## src/rtl/division_restauracion_pkg.sv

```systemverilog
`default_nettype none
// ============================================================================
// Package : division_pkg
// Purpose : Shared definitions for the restoring divider.
//           - estado_t  : controller states
//           - N_DEF     : default operand width
//           - cnt_width : width of the iteration counter for a given N
// Revision: 1.0 - initial release
// ============================================================================
package division_pkg;

    localparam int N_DEF = 3;

    typedef enum logic [1:0] {
        IDLE   = 2'd0,
        OPERA  = 2'd1,
        AJUSTE = 2'd2,
        HECHO  = 2'd3
    } estado_t;

    // The counter is loaded with N, so it must hold values up to N.
    function automatic int cnt_width(input int n);
        return (n < 1) ? 1 : $clog2(n + 1);
    endfunction

endpackage
`default_nettype wire

```

## src/rtl/division_restauracion_sum_resta_n.sv

```systemverilog
`default_nettype none
// ============================================================================
// Module  : sum_resta_n
// Purpose : W-bit adder/subtractor. resta_i=0 gives a+b, resta_i=1 gives a-b
//           (two's complement: a + ~b + 1). Carry out is discarded.
// Ports   : a_i, b_i  in  W  operands
//           resta_i   in  1  select subtraction
//           s_o       out W  result
// Revision: 1.0 - initial release
// ============================================================================
module sum_resta_n #(
    parameter int W = 4
) (
    input  logic [W-1:0] a_i,
    input  logic [W-1:0] b_i,
    input  logic         resta_i,
    output logic [W-1:0] s_o
);

    logic [W-1:0] w_b;
    logic [W-1:0] w_cin;

    assign w_b   = b_i ^ {W{resta_i}};
    assign w_cin = {{(W-1){1'b0}}, resta_i};
    assign s_o   = a_i + w_b + w_cin;

endmodule
`default_nettype wire

```

## src/rtl/division_restauracion.sv

```systemverilog
`default_nettype none
// ============================================================================
// Module  : division_restauracion
// Purpose : Sequential restoring divider, one shift-subtract step per clock.
//           A start in IDLE/HECHO loads the operands; N OPERA cycles and one
//           AJUSTE cycle later the registered quotient/remainder are valid
//           with fin=1. Divide by zero runs the same latency and flags error.
// Config  : DIVISION_SIGNED_EN - two's complement operands (quotient truncates
//           toward zero, remainder follows the dividend sign, most-negative
//           divided by -1 flags error). Undefined: unsigned operands.
// Ports   : clk, reset (sync, active high), start
//           dividendo, divisor   in  N
//           cociente, resto      out N  registered results
//           fin                  out 1  results valid (level)
//           ocupado              out 1  high in OPERA and AJUSTE
//           error                out 1  divide by zero / signed overflow
// Notes   : N >= 2.
// Revision: 1.0 - initial release
// ============================================================================
module division_restauracion
    import division_pkg::*;
#(
    parameter int N = N_DEF
) (
    input  logic         clk,
    input  logic         reset,
    input  logic         start,
    input  logic [N-1:0] dividendo,
    input  logic [N-1:0] divisor,
    output logic [N-1:0] cociente,
    output logic [N-1:0] resto,
    output logic         fin,
    output logic         ocupado,
    output logic         error
);

    localparam int CW = cnt_width(N);

    estado_t       estado_q, estado_d;
    logic [N:0]    a_q, a_d;
    logic [N-1:0]  q_q, q_d;
    logic [N:0]    m_q, m_d;
    logic [CW-1:0] cnt_q, cnt_d;
    logic [N-1:0]  dvd_q, dvd_d;
    logic          sgn_dvd_q, sgn_dvd_d;
    logic          sgn_dvs_q, sgn_dvs_d;
    logic          cero_q, cero_d;
    logic          ovf_q, ovf_d;
    logic [N-1:0]  coc_q, coc_d;
    logic [N-1:0]  res_q, res_d;
    logic          fin_q, fin_d;
    logic          err_q, err_d;

    // ------------------------------------------------------------------
    // Operand conditioning at load time
    // ------------------------------------------------------------------
    logic          w_sgn_dvd, w_sgn_dvs, w_ovf;
    logic [N-1:0]  w_mag_dvd, w_mag_dvs;

`ifdef DIVISION_SIGNED_EN
    assign w_sgn_dvd = dividendo[N-1];
    assign w_sgn_dvs = divisor[N-1];
    // The most negative value negates to itself, which read as unsigned is
    // exactly its magnitude, so no extra bit is needed.
    assign w_mag_dvd = w_sgn_dvd ? (~dividendo + {{(N-1){1'b0}}, 1'b1}) : dividendo;
    assign w_mag_dvs = w_sgn_dvs ? (~divisor   + {{(N-1){1'b0}}, 1'b1}) : divisor;
    assign w_ovf     = (dividendo == {1'b1, {(N-1){1'b0}}}) && (divisor == {N{1'b1}});
`else
    assign w_sgn_dvd = 1'b0;
    assign w_sgn_dvs = 1'b0;
    assign w_mag_dvd = dividendo;
    assign w_mag_dvs = divisor;
    assign w_ovf     = 1'b0;
`endif

    // ------------------------------------------------------------------
    // Trial subtraction on the shifted partial remainder
    // ------------------------------------------------------------------
    logic [N:0] w_a_sh;
    logic [N:0] w_dif;

    assign w_a_sh = {a_q[N-1:0], q_q[N-1]};

    sum_resta_n #(
        .W (N + 1)
    ) u_resta (
        .a_i     (w_a_sh),
        .b_i     (m_q),
        .resta_i (1'b1),
        .s_o     (w_dif)
    );

    // The partial remainder is always below the divisor, so the top bit of A
    // is zero at every shift; it only exists to hold the trial sign.
    logic w_unused;
    assign w_unused = a_q[N];

    // ------------------------------------------------------------------
    // Sign correction applied in AJUSTE
    // ------------------------------------------------------------------
    logic [N-1:0] w_q_fix, w_r_fix;

    assign w_q_fix = (sgn_dvd_q ^ sgn_dvs_q) ? (~q_q + {{(N-1){1'b0}}, 1'b1}) : q_q;
    assign w_r_fix = sgn_dvd_q ? (~a_q[N-1:0] + {{(N-1){1'b0}}, 1'b1}) : a_q[N-1:0];

    // ------------------------------------------------------------------
    // Next-state and datapath
    // ------------------------------------------------------------------
    always_comb begin
        estado_d  = estado_q;
        a_d       = a_q;
        q_d       = q_q;
        m_d       = m_q;
        cnt_d     = cnt_q;
        dvd_d     = dvd_q;
        sgn_dvd_d = sgn_dvd_q;
        sgn_dvs_d = sgn_dvs_q;
        cero_d    = cero_q;
        ovf_d     = ovf_q;
        coc_d     = coc_q;
        res_d     = res_q;
        fin_d     = fin_q;
        err_d     = err_q;

        case (estado_q)
            IDLE, HECHO: begin
                if (start) begin
                    estado_d  = OPERA;
                    a_d       = '0;
                    q_d       = w_mag_dvd;
                    m_d       = {1'b0, w_mag_dvs};
                    cnt_d     = CW'(N);
                    dvd_d     = dividendo;
                    sgn_dvd_d = w_sgn_dvd;
                    sgn_dvs_d = w_sgn_dvs;
                    cero_d    = (divisor == '0);
                    ovf_d     = w_ovf;
                    fin_d     = 1'b0;
                end
            end
            OPERA: begin
                // Negative trial result means the divisor did not fit:
                // keep the shifted value and shift a 0 into the quotient.
                a_d   = w_dif[N] ? w_a_sh : w_dif;
                q_d   = {q_q[N-2:0], ~w_dif[N]};
                cnt_d = cnt_q - CW'(1);
                if (cnt_q == CW'(1)) begin
                    estado_d = AJUSTE;
                end
            end
            AJUSTE: begin
                if (cero_q) begin
                    coc_d = '1;
                    res_d = dvd_q;
                    err_d = 1'b1;
                end else if (ovf_q) begin
                    coc_d = {1'b1, {(N-1){1'b0}}};
                    res_d = '0;
                    err_d = 1'b1;
                end else begin
                    coc_d = w_q_fix;
                    res_d = w_r_fix;
                    err_d = 1'b0;
                end
                fin_d    = 1'b1;
                estado_d = HECHO;
            end
            default: begin
                estado_d = IDLE;
            end
        endcase
    end

    always_ff @(posedge clk) begin
        if (reset) begin
            estado_q  <= IDLE;
            a_q       <= '0;
            q_q       <= '0;
            m_q       <= '0;
            cnt_q     <= '0;
            dvd_q     <= '0;
            sgn_dvd_q <= 1'b0;
            sgn_dvs_q <= 1'b0;
            cero_q    <= 1'b0;
            ovf_q     <= 1'b0;
            coc_q     <= '0;
            res_q     <= '0;
            fin_q     <= 1'b0;
            err_q     <= 1'b0;
        end else begin
            estado_q  <= estado_d;
            a_q       <= a_d;
            q_q       <= q_d;
            m_q       <= m_d;
            cnt_q     <= cnt_d;
            dvd_q     <= dvd_d;
            sgn_dvd_q <= sgn_dvd_d;
            sgn_dvs_q <= sgn_dvs_d;
            cero_q    <= cero_d;
            ovf_q     <= ovf_d;
            coc_q     <= coc_d;
            res_q     <= res_d;
            fin_q     <= fin_d;
            err_q     <= err_d;
        end
    end

    assign cociente = coc_q;
    assign resto    = res_q;
    assign fin      = fin_q;
    assign error    = err_q;
    assign ocupado  = (estado_q == OPERA) || (estado_q == AJUSTE);

endmodule
`default_nettype wire

```

## config.mk

```make
export PLATFORM = sky130hd
export DESIGN_NAME = division_restauracion
export DESIGN_NICKNAME = d
export VERILOG_FILES = /design/src/rtl/division_restauracion_pkg.sv /design/src/rtl/division_restauracion_sum_resta_n.sv /design/src/rtl/division_restauracion.sv
export SDC_FILE = /design/constraint.sdc
export NUM_CORES = 1
export LEC_CHECK = 0
export CORE_MARGIN = 3
export CORE_UTILIZATION = 49
export CTS_BUF_LIST = sky130_fd_sc_hd__clkbuf_8 sky130_fd_sc_hd__clkbuf_16
export DETAILED_ROUTE_END_ITERATION = 8
export GPL_ROUTABILITY_DRIVEN = 0
export GPL_TIMING_DRIVEN = 0
export PLACE_DENSITY = 0.79
export REMOVE_ABC_BUFFERS = 1
export SLEW_MARGIN = 20
export SYNTH_ARGS = -nofsm -noshare
export SYNTH_HDL_FRONTEND = slang
export SYNTH_SLANG_ARGS = --single-unit
```

## constraint.sdc

```tcl
create_clock -name clk -period 2.4 [get_ports clk]
set_input_delay 0.48 -clock clk [delete_from_list [all_inputs] [get_ports clk]]
set_output_delay 0.48 -clock clk [all_outputs]
set_load 0.05 [all_outputs]
```

; After elaboration in Yosys (flattened, before gate mapping)
; Index checks and enable logic that the tools add are counted.
[word_totals]
register_bits = 25
inputBits = 9
out_inout_bits = 9
elab_cells = 47
[op_classes]
addsub = 3
eq_ne = 6
n_mux = 15
bitwise_logic = 2
n_reduce_logical = 10
[ops]
columns = op, count
row1 = two-way mux 3 bit, 5
row2 = one-hot mux 3 bit (2 select lines), 2
row3 = AND reduction 2 bit, 4
row4 = two-way mux 2 bit, 3
row5 = one-hot mux 2 bit (3 select lines), 1
row6 = adder 4 x 1 -> 4 bit (second input constant), 1
row7 = adder 4 bit, 1
row8 = == test 2 x 1 -> 1 bit (second input constant), 2
row9 = == test 2 bit (second input constant), 2
row10 = inequality test 2 bit (second input constant), 2
row11 = inverter 3 -> 4 bit, 1
row12 = one-hot mux 2 bit (2 select lines), 1
row13 = nonzero test 2 bit, 2
row14 = logical NOT 3 bit, 1
row15 = logical NOT 2 bit, 1
row16 = two-way mux 1 bit, 2
row17 = one-hot mux 1 bit (2 select lines), 1
row18 = OR reduction 2 bit, 1
row19 = subtractor 2 x 1 -> 2 bit (second input constant), 1
row20 = logical OR 1 bit, 1
row21 = inverter 1 bit, 1

; Logic depth before layout (Yosys ltp)
; Gate-level depths: netlist (run 1).
[logic_depth]
word_depth = 5
ltp_mapped = 7
ltp_nobuf = 7

; Modules after synthesis
; Synthesis (run 1) repeated with hierarchy kept, for this count alone.
[hier_totals]
hier_cells = 137
hier_area_um2 = 1212.4
[by_module_without_submodules]
columns = module, instances, cells_per_inst, area_each_um2, seq_area_each_um2
row1 = division_restauracion, 1, 120, 1071.0, 500.5
row2 = sum_resta_n, 1, 17, 141.4, 0.0

; Worst setup path after synthesis (run 1)
; Ideal clock, no wire load.
[synth_path]
path_type = flip-flop to flip-flop
startpoint = reg m_q[2]
endpoint = reg q_q[0]
setup_time_ns = 0.086
arrival_time_ns = 1.692
t_required_ns = 2.314
setup_slack_ns = 0.622
path_stages_with_launch = 7
path_buffers = 0
synth_period_minus_slack_ns = 1.778
path_cell_list = dfxtp_1 > inv_1 > ha_1 > nor2b_4 > a221oi_4 > mux2_2 > a211oi_1
[synth_via]
elab_chain_cells = 5
[synth_lines]
columns = item, line_no
row1 = "start, declared", division_restauracion.sv:42  ; logic [N:0] m_q, m_d;
row2 = "start signal, assigned", division_restauracion.sv:194  ; m_q <= m_d;
row3 = inverter 3 -> 4 bit (no line), --
row4 = adder 4 bit, division_restauracion_sum_resta_n.sv:25  ; assign s_o = a_i + w_b + w_cin;
row5 = adder 4 x 1 -> 4 bit, division_restauracion_sum_resta_n.sv:25
row6 = inverter 1 bit, division_restauracion.sv:145  ; q_d = {q_q[N-2:0], ~w_dif[N]};
row7 = one-hot mux 3 bit (2 select lines), division_restauracion.sv:125  ; case (estado_q)
row8 = "end signal, assigned", division_restauracion.sv:193  ; q_q <= q_d;
row9 = "end, declared", division_restauracion.sv:41  ; logic [N-1:0] q_q, q_d;
; Every way passes these cells.
; A chain may end at the register's enable or synchronous reset.

==> results.py, run 1 <==
metrics = {
    "timing": {
        "final.setup_skew_ps": 4.22,
        "tightest_slew_ps": 928,
        "max-slew-margin-rel_pct": 37.9,
        "slew_violations": 0,
        "fin_crit_sh_pct": 90.8,
        "final-hold-violation-count": 0,
        "final-setup-viol-count": 0,
        "grt_setup_unrepaired": "false",
        "timing.fmax_ghz": 0.459,
        "hold_ws_ps": 472,
        "period_needed_ps": 2180,
    },
    "floorplanning": {
        "design.die.area_um2": 3140,
        "core_area_um2": 2300,
        "die_w_um": 56.1,
        "num_rows": 17,
        "die_y_um": 56.1,
        "io_pins": 18,
        "start_util_pct": 53.5,
    },
    "clock_network": {
        "root_buffer": "clkbuf_8",
        "htree_levels": 1,
        "clock_path_buffers": 2,
        "postCtsHoldBufs": 0,
        "cts_made_buffers": 3,
        "cts_tree": "done",
        "ctsResizeCount": 1,
        "cts_setup_buffers": 0,
        "clock-sinks": 25,
        "insertion_delay_ps": 280,
        "clkTransAtPathRegs_ps": 80,
    },
    "cells_and_area": {
        "multi_input_area_um2": 657,
        "final_nets": 173,
        "syn_to_final_growth_pct": 17.6,
        "layoutNonFillerInstCount": 184,
        "num-fill-cells": 204,
        "fin_area_um2": 1450,
        "antenna_cells": 0,
        "regArea_um2": 500,
        "drive_above_1_share_pct": 5.13,
    },
    "global_routing": {
        "grt_max_degree": 27,
        "grt_overflow_total": 0,
        "antenna_found_initial": 0,
        "grtUsageTotal_pct": 16.9,
        "grt_pass1_wl_um": 4140,
        "grt_pass1_vias": 952,
    },
    "critical_path": {
        "start_kind": "input port",
        "worstPathMaxFanout": 26,
        "r2r_slack_ps": 450,
        "r2r-end": "q_q[0]",
        "worstReg2RegStart": "a_q[1]",
        "critPathCaptureType": "flop",
        "reg2reg_depth": 5,
        "critPathArrivalTime_ps": 2350,
        "worstPathRequired_ps": 2570,
        "crit_type": "input port to flop",
    },
    "min_path": {
        "whs_endpoint": "dvd_q[0]",
        "holdPathStages": 2,
        "hold_start": "dvd_q[0]",
        "holdCritPathClass": "flop to flop",
    },
    "job": {
        "drv_cap": 0,
    },
    "route": {
        "via_per_inst": 5.40,
        "detail-route-antenna-nets": 0,
        "first_pass_iters": 5,
        "drt-initial-drc-count": 22,
        "wl_per_cell_um": 13.7,
        "num_vias": 993,
        "routed_wl_um": 2520,
        "drcViolationCount": 0,
    },
    "logic_synthesis": {
        "synth_enable_flop_cells": 0,
        "postSynthCellCount": 144,
        "ys.warnings.count": 0,
        "yosys.area.top_type_share_pct": 40.7,
        "synthFlopType": "dfxtp_1",
        "yosysTopAreaCell": "dfxtp_1",
        "ys_seq_area_share_pct": 40.7,
        "synth.ff_latch_count": 25,
        "syn_area_um2": 1230,
        "ys_types": 27,
        "synthArstFlopShare_pct": 0,
        "synthesis.area_per_instance_um2": 8.53,
        "ys_top_cells_by_area": "dfxtp_1 (41%), mux2i_1 (6.5%), nand2_1 (6.4%)",
    },
    "placement": {
        "placedInstanceArea_um2": 1400,
        "dp_cells": 180,
        "port_buffers": 17,
        "hpwl_um": 1850,
    },
    "power_and_ir_drop": {
        "power.density_nw_per_um2": 1240,
        "p_leak_nw": 0.544,
        "peakVddDrop_mv": 1.07,
    },
    "run_status": {
        "status": "completed",
    },
}
==> cell usage after synthesis (2+ instances only) <==
cell      number
nor2_1        17
dfxtp_1       25
ha_1           6
xnor2_1        2
and3_1         2
mux2i_1        8
a21oi_1       12
inv_1         10
nor3_1         2
mux2_2         2
nand3_1        2
a211oi_1       6
a221o_1        2
nand2b_1       4
clkbuf_1       9
o22ai_1        4
nand2_1       21
==> registers in the layout, indices dropped and copies added (netlist names), 2 cells and up <==
| register | cells |
|---|---|
| dvd_q | 3 |
| estado_q | 2 |
| a_q | 3 |
| resto | 3 |
| m_q | 3 |
| cnt_q | 2 |
| q_q | 3 |
| cociente | 3 |
==> cell usage in the layout (no fill, tap or decap) <==
| cell | netlist | layout |
|---|---|---|
| nor3_1 | 2 | 2 |
| clkinv_2 | 0 | 1 |
| nor2b_4 | 1 | 1 |
| a21boi_0 | 1 | 1 |
| a221oi_4 | 1 | 1 |
| nor2b_1 | 1 | 1 |
| nand3_1 | 2 | 2 |
| a221oi_1 | 1 | 1 |
| fa_1 | 1 | 1 |
| inv_1 | 10 | 10 |
| mux2i_1 | 8 | 8 |
| nand2b_1 | 4 | 4 |
| mux2_2 | 2 | 2 |
| and3_1 | 2 | 2 |
| dfxtp_1 | 25 | 25 |
| a211oi_1 | 6 | 6 |
| nor3b_1 | 1 | 1 |
| clkdlybuf4s50_1 | 0 | 16 |
| dlygate4sd2_1 | 0 | 1 |
| ha_1 | 6 | 6 |
| clkbuf_8 | 0 | 3 |
| a221o_1 | 2 | 2 |
| nor2_1 | 17 | 17 |
| a21oi_1 | 12 | 12 |
| o22ai_1 | 4 | 4 |
| and2_0 | 1 | 1 |
| xnor2_1 | 2 | 2 |
| nor4_1 | 1 | 1 |
| a311oi_1 | 1 | 1 |
| nand2_1 | 21 | 21 |
==> kinds of logic after synthesis <==
logic type               share of synthesized area, %
AND/OR/NAND/NOR                                  19.6
multiplexers                                     8.35
adder cells (fa/ha/maj)                          7.74
buffers and inverters                            5.80
AO/OA/AOI/OAI                                    16.4
flip-flops                                       40.7
XOR/XNOR                                         1.43
==> metrics by stage <==
stage | setup slack [ps] | util [%] | setup TNS [ps] | total power (W)
floorplan | 622 | - | 0 | 0.00132
global placement | 7.89 | 60.9 | 0 | 0.00153
detailed placement | -68.2 | 60.9 | -92.7 | 0.00157
CTS | 236 | 62.9 | 0 | 0.00181
global route | 159 | 62.9 | 0 | 0.00192
finish | 222 | 62.9 | 0 | 0.00180
==> report_power, final <==
part	switching, W	internal [W]	leakage [nW]
logic	0.000563	0.000366	0.314
registers	0.0000844	0.000532	0.205
clock network	0.000135	0.000117	0.0255
total	0.000782	0.00101	0.544
==> area by class of cell <==
| cell class | count | share of cell area, % |
|---|---|---|
| Inverter | 10 | 2.60 |
| Sequential cell | 25 | 34.6 |
| Tap cell | 28 | 2.42 |
| Multi-Input combinational cell | 100 | 45.5 |
| Timing Repair Buffer | 17 | 11.7 |
| Clock buffer | 3 | 2.86 |
| Clock inverter | 1 | 0.346 |
==> worst max-delay path by stage <==
stage / end / start
2_1_floorplan: q_q[0] / m_q[2]
3_3_place_gp: a_q[0] / reset
3_5_place_dp: a_q[0] / reset
4_1_cts: a_q[0] / reset
5_1_grt: a_q[0] / reset
6_report: a_q[0] / reset
==> worst max-delay path, cell delays in order <==
cell	delay, ps
clkdlybuf4s50_1	1080
nor2b_1	170
nand3_1	130
mux2i_1	110
a221o_1	370
==> metal layers <==
metal  global-route usage [%]  wire length (µm)  up-vias
met5                        0                 0        -
met4                     8.14                50        0
met3                     4.64               114        4
met2                     29.2              1240       15
met1                     19.1              1120      464
li1                         -                 -      510
Power figures use the tool's default switching activity.
==> inputs of run 2 (changes only) <==
- CORE_ASPECT_RATIO: default -> 1.5
- CORE_UTILIZATION: 49 -> 47
- clock period: 2.4 -> 1.9 ns (I/O delays scaled with it)
==> run 2 against run 1 <==
Against the previous run:
- clock-buffer cell count unchanged
- flip-flop and latch count unchanged
- wire length increased by 4.0%
==> results.py, run 2 (synthesis results as in run 1) <==
metrics = {
    "run_status": {
        "status": "completed",
    },
    "route": {
        "via_per_inst": 5.70,
        "detail-route-antenna-nets": 0,
        "first_pass_iters": 4,
        "wl_per_cell_um": 14.4,
        "drt-initial-drc-count": 13,
        "num_vias": 1037,
        "drcViolationCount": 0,
        "routed_wl_um": 2620,
    },
    "critical_path": {
        "worstPathMaxFanout": 3,
        "critPathLaunch": "fin",
        "crit_family": "buffers and inverters",
        "reg2reg_depth": 7,
        "crit_path_cell_trace": "clkdlybuf4s50_1",
        "critPathBufInv": 1,
        "max_stage_delay_ps": 810,
        "critPathCaptureType": "primary output",
        "r2r_slack_ps": 90,
        "start_kind": "flop",
        "r2r-end": "a_q[0]",
        "crit_type": "flop to primary output",
        "critical_path.slowest_cell": "clkdlybuf4s50_1",
        "worstPathRequired_ps": 1520,
        "worstReg2RegStart": "m_q[2]",
        "critPathArrivalTime_ps": 1440,
    },
    "placement": {
        "hpwl_um": 1850,
        "placedInstanceArea_um2": 1400,
        "port_buffers": 17,
    },
    "cells_and_area": {
        "drive_above_1_share_pct": 11.4,
        "antenna_cells": 0,
        "syn_to_final_growth_pct": 19.9,
        "layout_common_cells": "dfxtp_1 (22), nand2_1 (21), nor2_1 (17)",
        "final_nets": 175,
        "fin_util_pct": 59.4,
        "final_common_cell": "dfxtp_1",
        "fin_area_um2": 1470,
    },
    "job": {
        "drv_cap": 0,
    },
    "global_routing": {
        "grt_overflow_total": 0,
        "antenna_found_initial": 0,
        "grt_pass1_vias": 976,
        "grt_max_degree": 27,
        "grt_pass1_wl_um": 4220,
        "grtUsageTotal_pct": 17.7,
    },
    "timing": {
        "grt_setup_unrepaired": "true",
        "max-slew-margin-rel_pct": 66.0,
        "timing.fmax_ghz": 0.550,
        "hold_ws_ps": 458,
        "fin_crit_sh_pct": 95.7,
        "setup_tns_ps": 0,
        "slew_violations": 0,
        "period_needed_ps": 1820,
        "final-setup-viol-count": 0,
        "final-hold-violation-count": 0,
        "tightest_slew_ps": 508,
        "final.setup_skew_ps": 5.29,
    },
    "min_path": {
        "whs_endpoint": "dvd_q[1]",
        "holdPathStages": 2,
        "holdCritPathClass": "flop to flop",
        "hold_start": "dvd_q[1]",
    },
    "clock_network": {
        "cts_made_buffers": 3,
        "clock-sinks": 25,
        "postCtsHoldBufs": 0,
        "root_buffer": "clkbuf_8",
        "htree_levels": 1,
        "insertion_delay_ps": 270,
        "cts_tree": "done",
        "clock_path_buffers": 2,
        "clkTransAtPathRegs_ps": 90,
    },
    "floorplanning": {
        "start_util_pct": 49.6,
        "core_area_um2": 2480,
        "io_pins": 18,
        "die_w_um": 47.7,
        "num_rows": 22,
        "die_y_um": 68.6,
        "design.die.area_um2": 3280,
    },
    "power_and_ir_drop": {
        "p_leak_nw": 0.550,
        "power.density_nw_per_um2": 1600,
        "power_w": 0.00236,
        "peakVddDrop_mv": 1.04,
    },
}
==> run 2: routing by layer <==
layer	routed length [µm]	up-vias	share of wire, %	track usage [%]
met5	0	-	0	0
met3	115	11	4.4	2.60
met1	1080	476	41	21.4
li1	-	519	-	-
met2	1350	31	51	28.8
met4	81	0	3.1	9.76
==> run 2: how the worst max path moves through the flow <==
stage                     endpoint  slack [ps]  cells past startpoint
final                          fin          80                      1
after global routing        a_q[2]         -20                      6
after CTS                  ocupado           3                      4
after detailed placement    a_q[0]        -430                      5
after global placement      a_q[0]        -410                      5
after floorplan             q_q[0]         120                      6
==> run 2: metrics by stage <==
stage          instances  setup WS [ps]
6_report             182           81.5
5_1_grt              182          -21.3
4_1_cts              181           2.81
2_1_floorplan        135            122
3_5_place_dp         176           -425
3_3_place_gp         176           -405
==> run 2: worst register-to-register path, stage by stage (launching register included) <==
cell      delay, ps
dfxtp_1         340
inv_1            70
ha_4            230
nor2b_4         130
a221oi_4        340
buf_4           180
xnor2_1          70
a221o_1         330
==> run 2: cell type report <==
class,instances,area (µm²)
sequential,25,504
inverter,10,37.5
clock buffer,3,41.3
timing repair buffer,19,178
multi-input combinational,100,674
clock inverter,1,7.51
tap,24,30.0
fill,222,1000
==> run 2: power by group <==
| group | switching (W) | total [W] | internal (W) | leakage [nW] |
|---|---|---|---|---|
| Sequential | 0.000112 | 0.000787 | 0.000675 | 0.206 |
| Combinational | 0.000735 | 0.00125 | 0.000519 | 0.322 |
| Clock | 0.000171 | 0.000319 | 0.000149 | 0.0217 |
==> run 2: what timing repair did <==
action | 4_1_cts | 5_1_grt
pin swaps | 1 | 2
setup buffers | 1 | 1
gates resized for setup | 6 | 9
setup endpoints to repair | 5 | 5
==> inputs of run 3 (changes only) <==
- CORE_MARGIN: 3 -> 2
==> run 3 against run 2 <==
Against the previous run:
- register-to-register slack about the same
- worst hold slack better by 8.1 ps
- flip-flop and latch count unchanged
- combinational power about the same
- clock power up 2%
- wire length down 2.3%
- largest cell class unchanged
- highest routed layer unchanged
==> results.py, run 3 (synthesis results as in run 1) <==
metrics = {
    "run_status": {
        "status": "completed",
    },
    "power_and_ir_drop": {
        "pwr-share-clk_pct": 13.8,
        "p_leak_nw": 0.550,
        "p_int_w": 0.00134,
        "seq_power_share_pct": 33.2,
        "peakVddDrop_mv": 0.973,
        "power.density_nw_per_um2": 1600,
        "switching_power_w": 0.00102,
        "pwr-share-comb_pct": 52.9,
        "switching_share_pct": 43.2,
    },
    "clock_network": {
        "clock-sinks": 25,
        "htree_levels": 1,
        "postCtsHoldBufs": 0,
        "clkTransAtPathRegs_ps": 90,
        "clock_path_buffers": 2,
        "cts_tree": "done",
        "root_buffer": "clkbuf_8",
        "insertion_delay_ps": 280,
        "cts_made_buffers": 3,
    },
    "global_routing": {
        "grt_pass1_wl_um": 4520,
        "grt_pass1_vias": 1077,
        "grt_overflow_total": 0,
        "antenna_found_initial": 0,
        "grtUsageTotal_pct": 20.2,
        "grt_max_degree": 27,
    },
    "critical_path": {
        "start_kind": "flop",
        "crit_path_cell_trace": "clkdlybuf4s50_1",
        "critPathBufInv": 1,
        "worstPathMaxFanout": 3,
        "critPathCaptureType": "primary output",
        "crit_type": "flop to primary output",
        "critical_path.slowest_cell": "clkdlybuf4s50_1",
        "critPathArrivalTime_ps": 1450,
        "crit_family": "buffers and inverters",
        "max_stage_delay_ps": 810,
        "worstPathRequired_ps": 1520,
    },
    "route": {
        "drcViolationCount": 0,
        "via_per_inst": 5.62,
        "routed_wl_um": 2560,
        "wl_per_cell_um": 14.1,
        "detail-route-antenna-nets": 0,
        "drt-initial-drc-count": 24,
        "num_vias": 1023,
        "first_pass_iters": 4,
    },
    "cells_and_area": {
        "drive_above_1_share_pct": 10.8,
        "layoutNonFillerInstCount": 182,
        "final_nets": 175,
        "syn_to_final_growth_pct": 20.1,
        "num-fill-cells": 232,
        "antenna_cells": 0,
        "final_common_cell": "dfxtp_1",
        "layout_common_cells": "dfxtp_1 (22), nand2_1 (21), nor2_1 (17)",
    },
    "min_path": {
        "holdCritPathClass": "flop to flop",
    },
    "placement": {
        "port_buffers": 17,
        "dp_cells": 176,
        "hpwl_um": 1830,
    },
    "floorplanning": {
        "num_rows": 22,
        "die_y_um": 66.6,
        "start_util_pct": 49.6,
        "die_w_um": 45.7,
        "io_pins": 18,
        "core_area_um2": 2480,
        "design.die.area_um2": 3050,
    },
    "timing": {
        "period_needed_ps": 1830,
        "timing.fmax_ghz": 0.548,
        "final-setup-viol-count": 0,
        "fin_crit_sh_pct": 96.1,
        "final-hold-violation-count": 0,
        "tightest_slew_ps": 894,
        "max-slew-margin-rel_pct": 40.4,
        "grt_setup_unrepaired": "false",
        "hold_ws_ps": 466,
        "slew_violations": 0,
        "final.setup_skew_ps": 1.67,
    },
    "job": {
        "drv_cap": 0,
    },
}
run 3: cell types whose count changed in the layout (fill, tap and decap cells not counted), sizes merged:
cell	previous run	this run
clkdlybuf4s15	0	1
clkbuf	5	3
buf	2	3
run 3: final cells by class:
| class | instances | area [µm²] | area share [%] |
|---|---|---|---|
| clock inverter | 1 | 7.51 | 0.509 |
| inverter | 10 | 37.5 | 2.54 |
| multi-input combinational | 100 | 674 | 45.7 |
| tap | 24 | 30.0 | 2.04 |
| clock buffer | 3 | 41.3 | 2.80 |
| timing repair buffer | 19 | 180 | 12.2 |
| sequential | 25 | 504 | 34.2 |
run 3: routing by layer:
layer / part of all wire, % / vias to the layer above / global-route usage [%]
met3: 2.3 / 7 / 2.44
met4: 2.7 / 0 / 10.4
met1: 43 / 482 / 22.6
met5: 0 / - / 0
met2: 52 / 19 / 35.7
li1: - / 515 / -
run 3: per-stage QoR:
| stage | utilization (%) | instance area, µm² | total power (W) | setup WS, ps | TNS, ps |
|---|---|---|---|---|---|
| global route | 59.5 | 1480 | 0.00253 | 3.80 | 0 |
| finish | 59.5 | 1480 | 0.00235 | 74.7 | 0 |
| floorplan | - | 1190 | 0.00167 | 122 | 0 |
| CTS | 59.2 | 1470 | 0.00235 | 31.6 | 0 |
| global placement | 56.3 | 1400 | 0.00194 | -417 | -906 |
| detailed placement | 56.3 | 1400 | 0.00198 | -453 | -1140 |
run 3: timing repair:
action                     in CTS  in global routing
resized for setup               8                  5
buffers inserted                2                  0
pin swaps                       1                  1
setup endpoints to repair       4                  4
run 3: final timing paths:
path         slack (ps)        to  startpoint  cells past startpoint
min                 470  dvd_q[2]    dvd_q[2]                      2
max                  70       fin         fin                      1
max reg2reg         100    q_q[0]      m_q[2]                      6
min reg2reg         470  dvd_q[2]    dvd_q[2]                      2
run 3: power groups by stage:
| stage | logic, W | clock network [W] | registers [W] |
|---|---|---|---|
| 2_1_floorplan | 0.000757 | 0 | 0.000913 |
| 3_3_place_gp | 0.00116 | 0 | 0.000779 |
| 3_5_place_dp | 0.00119 | 0 | 0.000789 |
| 4_1_cts | 0.00124 | 0.000336 | 0.000779 |
| 5_1_grt | 0.00138 | 0.000350 | 0.000802 |
| 6_report | 0.00125 | 0.000326 | 0.000782 |
